File: config.mk
export PLATFORM = sky130hd
export DESIGN_NAME = dataproc_ingress
export DESIGN_NICKNAME = d
export VERILOG_FILES = /design/src/rtl/dataproc_ingress.sv
export SDC_FILE = /design/constraint.sdc
export NUM_CORES = 1
export LEC_CHECK = 0
export CAP_MARGIN = 10
export CORE_MARGIN = 2
export CORE_UTILIZATION = 33
export DETAILED_ROUTE_END_ITERATION = 12
export PLACE_DENSITY = 0.6
export SKIP_CTS_REPAIR_TIMING = 1
export SLEW_MARGIN = 20
export SYNTH_ARGS = -nofsm -noshare
export SYNTH_HDL_FRONTEND = slang
export SYNTH_SLANG_ARGS = --single-unit
File: constraint.sdc
create_clock -name clk -period 5.9 [get_ports clk]
set_input_delay 0.885 -clock clk [delete_from_list [all_inputs] [get_ports clk]]
set_output_delay 0.885 -clock clk [all_outputs]
set_load 0.02 [all_outputs]
File: src/rtl/dataproc_ingress.sv
// CPU-writable byte FIFO feeding the dataproc stream, with DATA/STATUS/CTRL registers.
// Optional TXCNT popped-byte counter at +0xC is built when DATAPROC_INGRESS_TXCNT_EN is defined.
module dataproc_ingress #(
    parameter int unsigned DEPTH     = 16,
    parameter logic [31:0] ADDR_BASE = 32'h0300_0000
) (
    input  logic        clk,
    input  logic        reset,
    input  logic        iomem_valid,
    output logic        iomem_ready,
    input  logic [3:0]  iomem_wstrb,
    input  logic [31:0] iomem_addr,
    input  logic [31:0] iomem_wdata,
    output logic [31:0] iomem_rdata,
    output logic        out_valid,
    input  logic        out_ready,
    output logic [7:0]  out_data
);

    localparam int unsigned AW = $clog2(DEPTH);
    localparam int unsigned CW = AW + 1;

    localparam logic [1:0] SEL_DATA   = 2'd0;
    localparam logic [1:0] SEL_STATUS = 2'd1;
    localparam logic [1:0] SEL_CTRL   = 2'd2;
    localparam logic [1:0] SEL_TXCNT  = 2'd3;

    typedef enum logic {
        BUS_IDLE,
        BUS_ACK
    } bus_state_t;

    bus_state_t state;
    bus_state_t state_next;

    logic          hit;
    logic          ack;
    logic          req_write;
    logic          req_strb0;
    logic [1:0]    req_sel;
    logic [7:0]    req_wdata;
    logic [31:0]   rd_word;
    logic [31:0]   status_word;
    logic [8:0]    count9;

    logic [7:0]    mem [DEPTH];
    logic [AW-1:0] wptr;
    logic [AW-1:0] rptr;
    logic [CW-1:0] count;
    logic          overflow;
    logic          enable;

    logic          wr_ack;
    logic          push_req;
    logic          ctrl_wr;
    logic          flush;
    logic          ovf_clr;
    logic          full;
    logic          empty;
    logic          pop;
    logic          push;
    logic          drop;
    logic          unused_bits;

    assign hit         = iomem_addr[31:4] == ADDR_BASE[31:4];
    assign unused_bits = ^{iomem_addr[1:0], iomem_wdata[31:8]};

    always_ff @(posedge clk) begin
        if (reset) begin
            state <= BUS_IDLE;
        end else begin
            state <= state_next;
        end
    end

    // An acknowledge always returns to IDLE, which guarantees a ready-low cycle between acks.
    always_comb begin
        state_next = state;
        case (state)
            BUS_IDLE: if (iomem_valid && hit) state_next = BUS_ACK;
            BUS_ACK:  state_next = BUS_IDLE;
            default:  state_next = BUS_IDLE;
        endcase
    end

    always_comb begin
        ack         = (state == BUS_ACK);
        iomem_ready = ack;
        iomem_rdata = (ack && !req_write) ? rd_word : '0;
    end

    always_ff @(posedge clk) begin
        if (state == BUS_IDLE && iomem_valid && hit) begin
            req_write <= |iomem_wstrb;
            req_strb0 <= iomem_wstrb[0];
            req_sel   <= iomem_addr[3:2];
            req_wdata <= iomem_wdata[7:0];
        end
    end

    assign wr_ack   = ack && req_write;
    assign push_req = wr_ack && (req_sel == SEL_DATA) && req_strb0;
    assign ctrl_wr  = wr_ack && (req_sel == SEL_CTRL) && req_strb0;
    assign flush    = ctrl_wr && req_wdata[1];
    assign ovf_clr  = ctrl_wr && req_wdata[2];

    assign empty     = (count == '0);
    assign full      = (count == CW'(DEPTH));
    assign out_valid = enable && !empty;
    assign out_data  = mem[rptr];
    assign pop       = out_valid && out_ready;
    assign push      = push_req && (!full || pop);
    assign drop      = push_req && full && !pop;

    always_ff @(posedge clk) begin
        if (push) begin
            mem[wptr] <= req_wdata;
        end
    end

    always_ff @(posedge clk) begin
        if (reset) begin
            wptr     <= '0;
            rptr     <= '0;
            count    <= '0;
            overflow <= 1'b0;
            enable   <= 1'b0;
        end else begin
            if (ctrl_wr) begin
                enable <= req_wdata[0];
            end
            if (ovf_clr) begin
                overflow <= 1'b0;
            end else if (drop) begin
                overflow <= 1'b1;
            end
            // A pop in the flush cycle still completes on the stream side; the flush wins on state.
            if (flush) begin
                wptr  <= '0;
                rptr  <= '0;
                count <= '0;
            end else begin
                if (push) wptr <= wptr + AW'(1);
                if (pop)  rptr <= rptr + AW'(1);
                case ({push, pop})
                    2'b10:   count <= count + CW'(1);
                    2'b01:   count <= count - CW'(1);
                    default: count <= count;
                endcase
            end
        end
    end

`ifdef DATAPROC_INGRESS_TXCNT_EN
    logic [31:0] txcnt;

    always_ff @(posedge clk) begin
        if (reset) begin
            txcnt <= '0;
        end else if (wr_ack && req_sel == SEL_TXCNT) begin
            txcnt <= '0;
        end else if (pop) begin
            txcnt <= txcnt + 32'd1;
        end
    end
`endif

    always_comb begin
        count9          = 9'(count);
        status_word     = '0;
        status_word[0]  = empty;
        status_word[1]  = full;
        status_word[2]  = overflow;
        status_word[15:8] = count9[7:0];
    end

    always_comb begin
        rd_word = '0;
        case (req_sel)
            SEL_DATA:   rd_word = '0;
            SEL_STATUS: rd_word = status_word;
            SEL_CTRL:   rd_word = {31'd0, enable};
`ifdef DATAPROC_INGRESS_TXCNT_EN
            SEL_TXCNT:  rd_word = txcnt;
`else
            SEL_TXCNT:  rd_word = '0;
`endif
            default:    rd_word = '0;
        endcase
    end

endmodule

==> reports/qor.csv, run 1 <==
stage;metric;value;unit
logic_synthesis;synth_area_leader_cell;edfxtp_1;
critical_path;crit_chain;buf_4 > mux4_2 > mux4_2 > clkdlybuf4s50_1;
grt;grt_pass1_wl;20.28;mm
clocking;cts_tree;yes;
placement;portBuffers;63;
min_path;hold_depth;2;
detailed_routing;vias;3383;
critical_path;r2r-start;req_sel[1]$_DFFE_PP_;
critical_path;worstPathArrival;3.24;ns
layout;final_common_cell;edfxtp_1;
sta;fmax;0.2422;GHz
logic_synthesis;synth_area;6605;um2
power_and_ir_drop;leakagePower;2.507;nW
placement;gp_congestion;0.7926;
die;pin_count;114;
logic_synthesis;synth_cells;368;
status;status;finished clean;
layout;syn2layout_area_growth;20.46;%
logic_synthesis;synth.top_cell.area_share;0.6365;
clocking;numCtsBuffers;17;
layout;drive_above_1_share;0.1920;
min_path;holdCritStartpoint;rptr[3]$_SDFFE_PP0N_;
critical_path;critPathTopFamily;multiplexers;
critical_path;r2r_end;mem[0][4]$_DFFE_PP_;
power_and_ir_drop;max-vdd-ir-drop;0.2146;mV
critical_path;critPathKind;reg -> out;
logic_synthesis;synth.distinct_cells;49;
placement;place_area;7410;um2
die;dieWidth;145.5;um
grt;first_global_vias;3569;
die;dieArea;21160;um2
grt;grt_max_degree;33;
die;placementRows;51;
critical_path;path_buf_inv;2;
clocking;cts_root_buf;clkbuf_16;
detailed_routing;first_pass_iters;4;
logic_synthesis;synth_edf_count;140;
critical_path;crit_path_top_delay_cell;dfxtp_2;
critical_path;worst_ep_required_time;5.02;ns
critical_path;reg2reg_slack;3.27;ns
logic_synthesis;synth_seq_area_share;0.6971;
critical_path;start_kind;flip-flop;
layout;diodes;0;
critical_path;path_max_fanout;18;
logic_synthesis;ys_warn_count;0;
detailed_routing;drt_first_iter_violations;280;
grt;grt_remaining_overflow;0;
detailed_routing;wire_per_inst;17.87;um
sta;setup_violations;0;
grt;antenna_found_initial;1;
detailed_routing;drcViolationCount;0;
detailed_routing;postRouteAntennaNets;0;
min_path;holdPathEnd;rptr[3]$_SDFFE_PP0N_;
die;die_y;145.5;um
detailed_routing;routed_wirelength;12.74;mm
sta;worstMarginPinSlew;0.9594;ns
critical_path;path_common_cell;mux4_2;
sta;finalMaxSlewViolations;0;
sta;min_period_over_period;0.6997;
sta;relSlewSlack;0.3569;
clocking;clk_latency;0.42;ns
detailed_routing;routed_via_density;4.745;
sta;fin_tns_setup;0;ns
power_and_ir_drop;power;2.276;mW
clocking;clk_pin_slew;0.06;ns
critical_path;critPathCaptureType;output port;
die;initial_core_util;0.3383;
layout;final_cell_mix;edfxtp_1, clkdlybuf4s50_1, mux4_2, nor2_1, conb_1;
layout;final_nets;514;
die;coreArea;19530;um2
layout;final_area;7956;um2
logic_synthesis;postSynthAreaPerCell;17.95;um2
sta;period_needed;4.128;ns
sta;finalHoldViolCount;0;
clocking;clockBufferDepth;2;
run;maxCapViolCount;0;
layout;num-fill-cells;1792;
logic_synthesis;ys_ff_latch;160;
logic_synthesis;synth.area.top_cells;edfxtp_1, mux4_2, dfxtp_1, buf_4, nor2_1;
clocking;clock-sinks;160;
logic_synthesis;ys.flop_type;edfxtp_1;
power_and_ir_drop;p_per_area;286.0;nW/um2
placement;hpwl;8.560;mm
min_path;hold_class;reg -> reg;
critical_path;max_stage_delay;0.68;ns
sta;rsz0062_at_grt;false;
sta;fin_skew;0.005916;ns
clocking;cts-htree-levels;4;
grt;grt_usage;0.1282;
critical_path;r2r_cells;4;
logic_synthesis;synth-async-reset-ratio;0;
[cell families (layout without fill, tap and decap cells)]
kind of cell    Yosys count  count (layout)  synth area share
mux                      45              45            0.1447
fa+ha+maj                 7               7           0.01326
compound gates           18              18           0.01951
buf+inv                  42              99           0.04319
xor+xnor                 10              10           0.01326
other cells               1              24         0.0005677
simple gates             85              85           0.06838
flops                   160             160            0.6971
[per-stage QoR]
step	std cells	util	worst slack (ns)	hold WS, ns
6_report	713	0.4075	1.772	0.5431
5_1_grt	713	0.4075	1.565	0.5819
3_3_place_gp	681	0.3795	2.123	0.5137
4_1_cts	713	0.4075	1.659	0.5574
2_1_floorplan	391	-	3.141	0.4847
3_5_place_dp	681	0.3795	2.121	0.5297
[worst max-delay path by stage]
stage,startpoint,to,slack [ns],cells after the start
floorplan,flip-flop,out_data[0],3.14,4
global placement,flip-flop,out_data[1],2.12,4
detailed placement,flip-flop,out_data[1],2.12,4
CTS,flip-flop,out_data[1],1.66,4
global route,flip-flop,out_data[1],1.56,4
finish,flip-flop,out_data[1],1.77,4
[per-layer routing]
metal / part of all wire / vias to the layer above / global-route usage / routed length (um)
li1: - / 1546 / - / -
met1: 0.45 / 1701 / 0.1675 / 5769
met2: 0.48 / 121 / 0.2057 / 6057
met3: 0.059 / 15 / 0.03918 / 757
met4: 0.012 / 0 / 0.04167 / 155
met5: 0 / - / 0 / 0
[registers in the layout, indices dropped and copies added, names as in the netlist, named ones only]
signal	count
mem	128
req_wdata	8
count	5
rptr	4
wptr	4
req_sel	2
enable	1
iomem_ready	1
overflow	1
req_strb0	1
req_write	1
[final cells by class]
cell class	instances	area, um2	area share
Sequential cell	160	4607	0.5790
Multi-Input combinational cell	189	1822	0.2290
Timing Repair Buffer	64	638.1	0.08020
Clock buffer	20	436.7	0.05488
Tap cell	265	331.6	0.04167
Clock inverter	12	110.1	0.01384
Inverter	3	11.26	0.001415
[where the power goes]
part,switching (mW),leakage (nW),internal (mW),total [mW]
clock,0.433,0.257,0.582,1.01
sequential,0.00000000159,1.42,1.21,1.21
combinational,0.0207,0.828,0.0269,0.0476
[synthesized netlist by cell type (4+ instances only)]
master,number
edfxtp_1,140
mux4_2,40
nor2_1,34
buf_4,26
dfxtp_1,20
nand2_1,9
nor3_1,9
ha_1,7
xor2_1,7
and2_1,5
nor4_1,5
a211oi_1,4
clkbuf_1,4
mux2i_1,4
nand4_1,4
[worst register-to-register path, stage by stage, from the launching register on]
cell and delay, ns:
edfxtp_1 0.46, nor2_1 0.33, o311a_1 0.47, nand2_1 0.24
nor3_2 0.75
No activity file was read; power rests on OpenSTA's default activity.
==> inputs of run 2 (changes only) <==
--- a/config.mk
+++ b/config.mk
@@ -9,7 +9,7 @@
 export CORE_MARGIN = 2
 export CORE_UTILIZATION = 33
 export DETAILED_ROUTE_END_ITERATION = 12
-export PLACE_DENSITY = 0.6
+export PLACE_DENSITY = 0.62
 export SKIP_CTS_REPAIR_TIMING = 1
 export SLEW_MARGIN = 20
 export SYNTH_ARGS = -nofsm -noshare
==> constraint.sdc (replaced) <==
create_clock -name clk -period 3.4 [get_ports clk]
set_input_delay 0.51 -clock clk [delete_from_list [all_inputs] [get_ports clk]]
set_output_delay 0.51 -clock clk [all_outputs]
set_load 0.02 [all_outputs]
==> reports/qor.csv, run 2 (synthesis gave the netlist of run 1 again) <==
stage;metric;value;unit;change
detailed_routing;dr.max_layer_used;met4;;
grt;antenna_found_initial;0;;-1
power_and_ir_drop;p_per_area;500.4;nW/um2;+75%
layout;drive_above_1_share;0.2129;;+0.02094
die;initial_core_util;0.3383;;unchanged
sta;worstMarginPinSlew;0.8796;ns;-0.07987 ns
layout;syn2layout_area_growth;22.77;%;
sta;fin_skew;0.009080;ns;+0.003165 ns
sta;min_period_over_period;0.9454;;
detailed_routing;postRouteAntennaNets;0;;unchanged
sta;finalHoldViolCount;0;;unchanged
sta;worst_slack;0.1857;ns;-1.586 ns
detailed_routing;vias;3428;;+1.3%
detailed_routing;first_pass_iters;4;;unchanged
clocking;cts_root_buf;clkbuf_16;;
clocking;cts_tree;yes;;
clocking;numCtsBuffers;17;;unchanged
placement;portBuffers;63;;unchanged
detailed_routing;wl_met1;5.520;mm;-4.3%
sta;period_needed;3.214;ns;
critical_path;path_buf_inv;2;;unchanged
layout;final_nets;531;;+3.3%
die;dieArea;21160;um2;unchanged
detailed_routing;dr_wl_met2;6.165;mm;+1.8%
critical_path;path_max_fanout;32;;+14
critical_path;max_stage_delay;0.59;ns;-0.09 ns
clocking;clk_pin_slew;0.06;ns;about the same
grt;grt_remaining_overflow;0;;unchanged
min_path;hold_class;reg -> reg;;
die;pin_count;114;;unchanged
sta;fin_tns_setup;0;ns;unchanged
clocking;clockBufferDepth;2;;unchanged
critical_path;path_common_cell;mux4_2;;
sta;relSlewSlack;0.4056;;+0.04874
critical_path;critPathTopFamily;multiplexers;;
status;status;finished clean;;
grt;grt_max_degree;33;;unchanged
die;placementRows;51;;unchanged
critical_path;crit_path_top_delay_cell;mux4_2;;
placement;gp_congestion;0.7465;;-5.8%
layout;final_area;8109;um2;+1.9%
run;maxCapViolCount;0;;unchanged
layout;largest_reg_flops;128;;unchanged
critical_path;worst_ep_required_time;2.89;ns;-2.13 ns
layout;regMostFlops;mem;;
grt;grt_usage;0.1248;;-0.003422
power_and_ir_drop;power;4.058;mW;+78%
layout;top_regs;mem: 128 flops, req_wdata: 8 flops, count: 5 flops;;
detailed_routing;met3_length;773;um;+2.1%
critical_path;worstPathArrival;2.70;ns;-0.54 ns
layout;final_cell_mix;edfxtp_1, clkdlybuf4s50_1, mux4_2, nor2_1, conb_1;;
layout;final_common_cell;edfxtp_1;;
detailed_routing;routed_wirelength;12.69;mm;-0.42%
clocking;cts-htree-levels;4;;unchanged
detailed_routing;routed_via_density;4.696;;-1.0%
clocking;clock-sinks;160;;unchanged
sta;setup_violations;0;;unchanged
die;dieWidth;145.5;um;unchanged
sta;fmax;0.3111;GHz;
grt;first_global_vias;3557;;-0.34%
critical_path;start_kind;flip-flop;;
critical_path;crit_chain;buf_12 > mux4_2 > mux4_2 > clkdlybuf4s50_1;;
power_and_ir_drop;leakagePower;2.615;nW;+4.3%
detailed_routing;wire_per_inst;17.38;um;-2.7%
grt;grt_pass1_wl;19.72;mm;-2.8%
clocking;clk_latency;0.42;ns;about the same
power_and_ir_drop;max-vdd-ir-drop;0.3973;mV;+85%
sta;rsz0062_at_grt;false;;
placement;post-place-ws;0.6041;ns;-1.516 ns
critical_path;critPathCaptureType;output port;;
die;die_y;145.5;um;unchanged
detailed_routing;drcViolationCount;0;;unchanged
placement;hpwl;8.376;mm;-2.2%
critical_path;critPathKind;reg -> out;;
placement;place_area;7528;um2;+1.6%
die;coreArea;19530;um2;unchanged
detailed_routing;drt_first_iter_violations;207;;-26%
layout;diodes;0;;unchanged
sta;finalMaxSlewViolations;0;;unchanged
-- run 2: final cells by class --
cell class | count | area, um2
Inverter | 3 | 11.26
Clock buffer | 17 | 425.4
Multi-Input combinational cell | 189 | 1802
Timing Repair Buffer | 81 | 778.2
Sequential cell | 160 | 4606
Fill cell | 1786 | 11420
Clock inverter | 15 | 155.1
Tap cell | 265 | 331.6
-- run 2: worst register-to-register path: stages, from the launching register on --
cell and delay [ns]:
dfxtp_1 0.39, or4_4 0.58, nor2_1 0.23, nor3_1 0.12
xor2_1 0.18, ha_1 0.24, o31a_2 0.29, nor3_1 0.24
a221o_1 0.20, a31oi_1 0.06
-- run 2: metrics by stage --
step                      hold WS [ns]  utilization  cells
after detailed placement        0.5339       0.3856    698
after CTS                       0.5557       0.4153    730
after global placement          0.5143       0.3856    698
final                           0.5509       0.4153    730
after floorplan                 0.4847            -    391
after global routing            0.5712       0.4153    730
-- run 2: worst paths after layout --
check / slack (ns) / depth (start not counted) / endpoint / startpoint
min reg2reg: 0.55 / 2 / count[3]$_SDFFE_PP0P_ / count[3]$_SDFFE_PP0P_
max reg2reg: 0.73 / 9 / count[4]$_SDFFE_PP0P_ / count[1]$_SDFFE_PP0P_
min: 0.55 / 2 / count[3]$_SDFFE_PP0P_ / count[3]$_SDFFE_PP0P_
max: 0.19 / 4 / out_data[2] / flip-flop
-- run 2: per-layer routing --
layer,track usage,vias up
met1,0.1564,1711
met2,0.2033,120
met4,0.04804,0
met3,0.03918,21
met5,0,-
li1,-,1576
-- run 2: power by group --
group	leakage (nW)	switching, mW	internal [mW]	total, mW
sequential	1.42	0.00000000277	2.11	2.11
combinational	0.903	0.0365	0.0467	0.0832
clock	0.290	0.779	1.09	1.87
total	2.61	0.815	3.24	4.06
==> inputs of run 3 (changes only) <==
--- a/config.mk
+++ b/config.mk
@@ -5,6 +5,7 @@
 export SDC_FILE = /design/constraint.sdc
 export NUM_CORES = 1
 export LEC_CHECK = 0
+export ABC_AREA = 1
 export CAP_MARGIN = 10
 export CORE_MARGIN = 2
 export CORE_UTILIZATION = 33
==> reports/qor.csv, run 3 <==
stage;metric;value;unit;change
layout;regMostFlops;mem;;
clocking;clk_latency;0.42;ns;about the same
detailed_routing;wire_per_inst;15.20;um;-13%
grt;first_global_vias;4318;;+21%
detailed_routing;drt_first_iter_violations;286;;+38%
sta;relSlewSlack;0.5104;;+0.1047
sta;fin_hold_ws;0.5075;ns;-0.04347 ns
logic_synthesis;synth_edf_count;140;;unchanged
logic_synthesis;synth.most_common_cell;edfxtp_1;;
critical_path;r2r-start;iomem_ready$_SDFF_PP0_;;
sta;worst_slack;0.1320;ns;-0.05372 ns
logic_synthesis;synth.distinct_cells;34;;-31%
logic_synthesis;synth_cells;571;;+55%
critical_path;start_kind;flip-flop;;
sta;rsz0062_at_grt;false;;
logic_synthesis;synth_seq_area_share;0.6663;;-0.03080
detailed_routing;drcViolationCount;0;;unchanged
clocking;clockBufferDepth;2;;unchanged
logic_synthesis;synth_area;6910;um2;+4.6%
grt;grt_usage;0.1349;;+0.01009
logic_synthesis;ys.flop_type;edfxtp_1;;
sta;finalHoldViolCount;0;;unchanged
placement;post-place-ws;0.6147;ns;+0.01058 ns
layout;final_common_cell;edfxtp_1;;
critical_path;critPathCaptureType;output port;;
critical_path;path_max_fanout;59;;+84%
power_and_ir_drop;p_per_area;497.5;nW/um2;-0.59%
grt;grt_pass1_wl;22.48;mm;+14%
critical_path;worst_ep_required_time;2.89;ns;about the same
grt;grt_max_degree;60;;+82%
die;dieWidth;148.7;um;+2.2%
grt;grt_remaining_overflow;0;;unchanged
logic_synthesis;synth_area_leader_cell;edfxtp_1;;
sta;setup_violations;0;;unchanged
layout;final_area;8479;um2;+4.6%
layout;diodes;0;;unchanged
grt;antenna_found_initial;0;;unchanged
detailed_routing;postRouteAntennaNets;0;;unchanged
logic_synthesis;synth.area.top_cells;edfxtp_1, dfxtp_1, mux2i_1, o21ai_0, o211ai_1;;
min_path;holdCritStartpoint;rptr[0]$_SDFFE_PP0N_;;
clocking;numCtsBuffers;17;;unchanged
logic_synthesis;ys_warn_count;0;;unchanged
clocking;cts-htree-levels;4;;unchanged
detailed_routing;routed_wirelength;14.14;mm;+11%
sta;period_needed;3.268;ns;+0.05373 ns
detailed_routing;routed_via_density;4.745;;+1.0%
die;placementRows;52;;+2.0%
die;die_y;148.7;um;+2.2%
layout;drive_above_1_share;0.09697;;-0.1159
sta;fmax;0.3060;GHz;-1.6%
sta;fin_skew;0.01043;ns;+0.001345 ns
placement;portBuffers;63;;unchanged
die;initial_core_util;0.3393;;+0.001067
logic_synthesis;synth.top_cell.area_share;0.6084;;-0.02812
power_and_ir_drop;max-vdd-ir-drop;0.4107;mV;+3.4%
logic_synthesis;ys_ff_latch;160;;unchanged
placement;hpwl;9.238;mm;+10%
layout;top_regs;mem: 128 flops, req_wdata: 8 flops, count: 5 flops;;
critical_path;reg2reg_slack;1.11;ns;+0.38 ns
min_path;hold_depth;2;;unchanged
sta;worstMarginPinSlew;0.7317;ns;-0.1478 ns
layout;final_nets;726;;+37%
sta;finalMaxSlewViolations;0;;unchanged
die;pin_count;114;;unchanged
sta;fin_tns_setup;0;ns;unchanged
clocking;cts_tree;yes;;
placement;place_area;7839;um2;+4.1%
sta;min_period_over_period;0.9612;;+0.01580
critical_path;worstPathArrival;2.76;ns;+0.06 ns
critical_path;critPathKind;reg -> out;;
die;coreArea;20360;um2;+4.3%
power_and_ir_drop;leakagePower;2.895;nW;+11%
logic_synthesis;postSynthAreaPerCell;12.10;um2;-33%
run;maxCapViolCount;0;;unchanged
critical_path;r2r_end;mem[13][7]$_DFFE_PP_;;
layout;largest_reg_flops;128;;unchanged
status;status;finished clean;;
critical_path;r2r_cells;8;;-1
die;dieArea;22110;um2;+4.5%
layout;syn2layout_area_growth;22.71;%;about the same
detailed_routing;vias;4413;;+29%
logic_synthesis;synth-async-reset-ratio;0;;unchanged
min_path;hold_class;reg -> reg;;
placement;gp_congestion;0.7971;;+6.8%
clocking;clk_pin_slew;0.06;ns;about the same
logic_synthesis;yosys-top-cells-count;edfxtp_1, inv_1, o21ai_0;;
layout;final_cell_mix;edfxtp_1, inv_1, clkdlybuf4s50_1, o21ai_0, a21oi_1;;
detailed_routing;first_pass_iters;5;;+1
clocking;cts_root_buf;clkbuf_16;;
clocking;clock-sinks;160;;unchanged
-- run 3: stage by stage --
step                  util  std cells  power [mW]
detailed placement  0.3849        898       2.230
CTS                 0.4164        930       4.253
global placement    0.3849        898       2.229
floorplan                -        594       2.198
finish              0.4164        930       4.218
global route        0.4164        930       4.346
-- run 3: logic make-up (layout without fill, tap and decap cells) --
| logic type | after synthesis | count (layout) | share of synthesized area |
|---|---|---|---|
| simple gates | 125 | 125 | 0.08836 |
| compound gates | 131 | 131 | 0.1079 |
| buf+inv | 114 | 180 | 0.07659 |
| other cells | 1 | 24 | 0.0005427 |
| fa+ha+maj | 7 | 7 | 0.01267 |
| mux | 32 | 32 | 0.04635 |
| flops | 160 | 160 | 0.6663 |
| xor+xnor | 1 | 1 | 0.001268 |
-- run 3: worst max path at each step --
| stage | startpoint | to | cells after the start |
|---|---|---|---|
| floorplan | iomem_ready$_SDFF_PP0_ | iomem_rdata[1] | 4 |
| global placement | flip-flop | out_data[7] | 6 |
| detailed placement | flip-flop | out_data[3] | 6 |
| CTS | flip-flop | out_data[7] | 6 |
| global route | flip-flop | out_data[6] | 6 |
| finish | flip-flop | out_data[7] | 6 |
-- run 3: power by group --
group	internal, mW	switching (mW)	total, mW
logic	0.0470	0.0364	0.0834
registers	2.11	0.00000000289	2.11
clock network	1.31	0.722	2.03
total	3.46	0.759	4.22
-- run 3: routing by layer --
metal | part of all wire | vias up | global-route usage
met5 | 0 | - | 0
met4 | 0.0094 | 0 | 0.04190
met3 | 0.052 | 13 | 0.03436
met1 | 0.44 | 2099 | 0.1712
met2 | 0.50 | 150 | 0.2273
li1 | - | 2151 | -
-- run 3: cell type report --
cell class                 count  area (um2)
inverter                      67       251.5
clock inverter                 9       152.6
fill                        1911       11890
sequential                   160        4608
timing repair buffer          81       778.2
tap                          270       337.8
clock buffer                  23       488.0
multi-input combinational    320        1863
-- run 3: critical path: stages, from the launching register on --
cell	delay, ns
dfxtp_4	0.80
buf_12	0.27
mux2i_1	0.22
o21ai_0	0.14
o211ai_1	0.23
nand2_1	0.09
clkdlybuf4s50_1	0.54
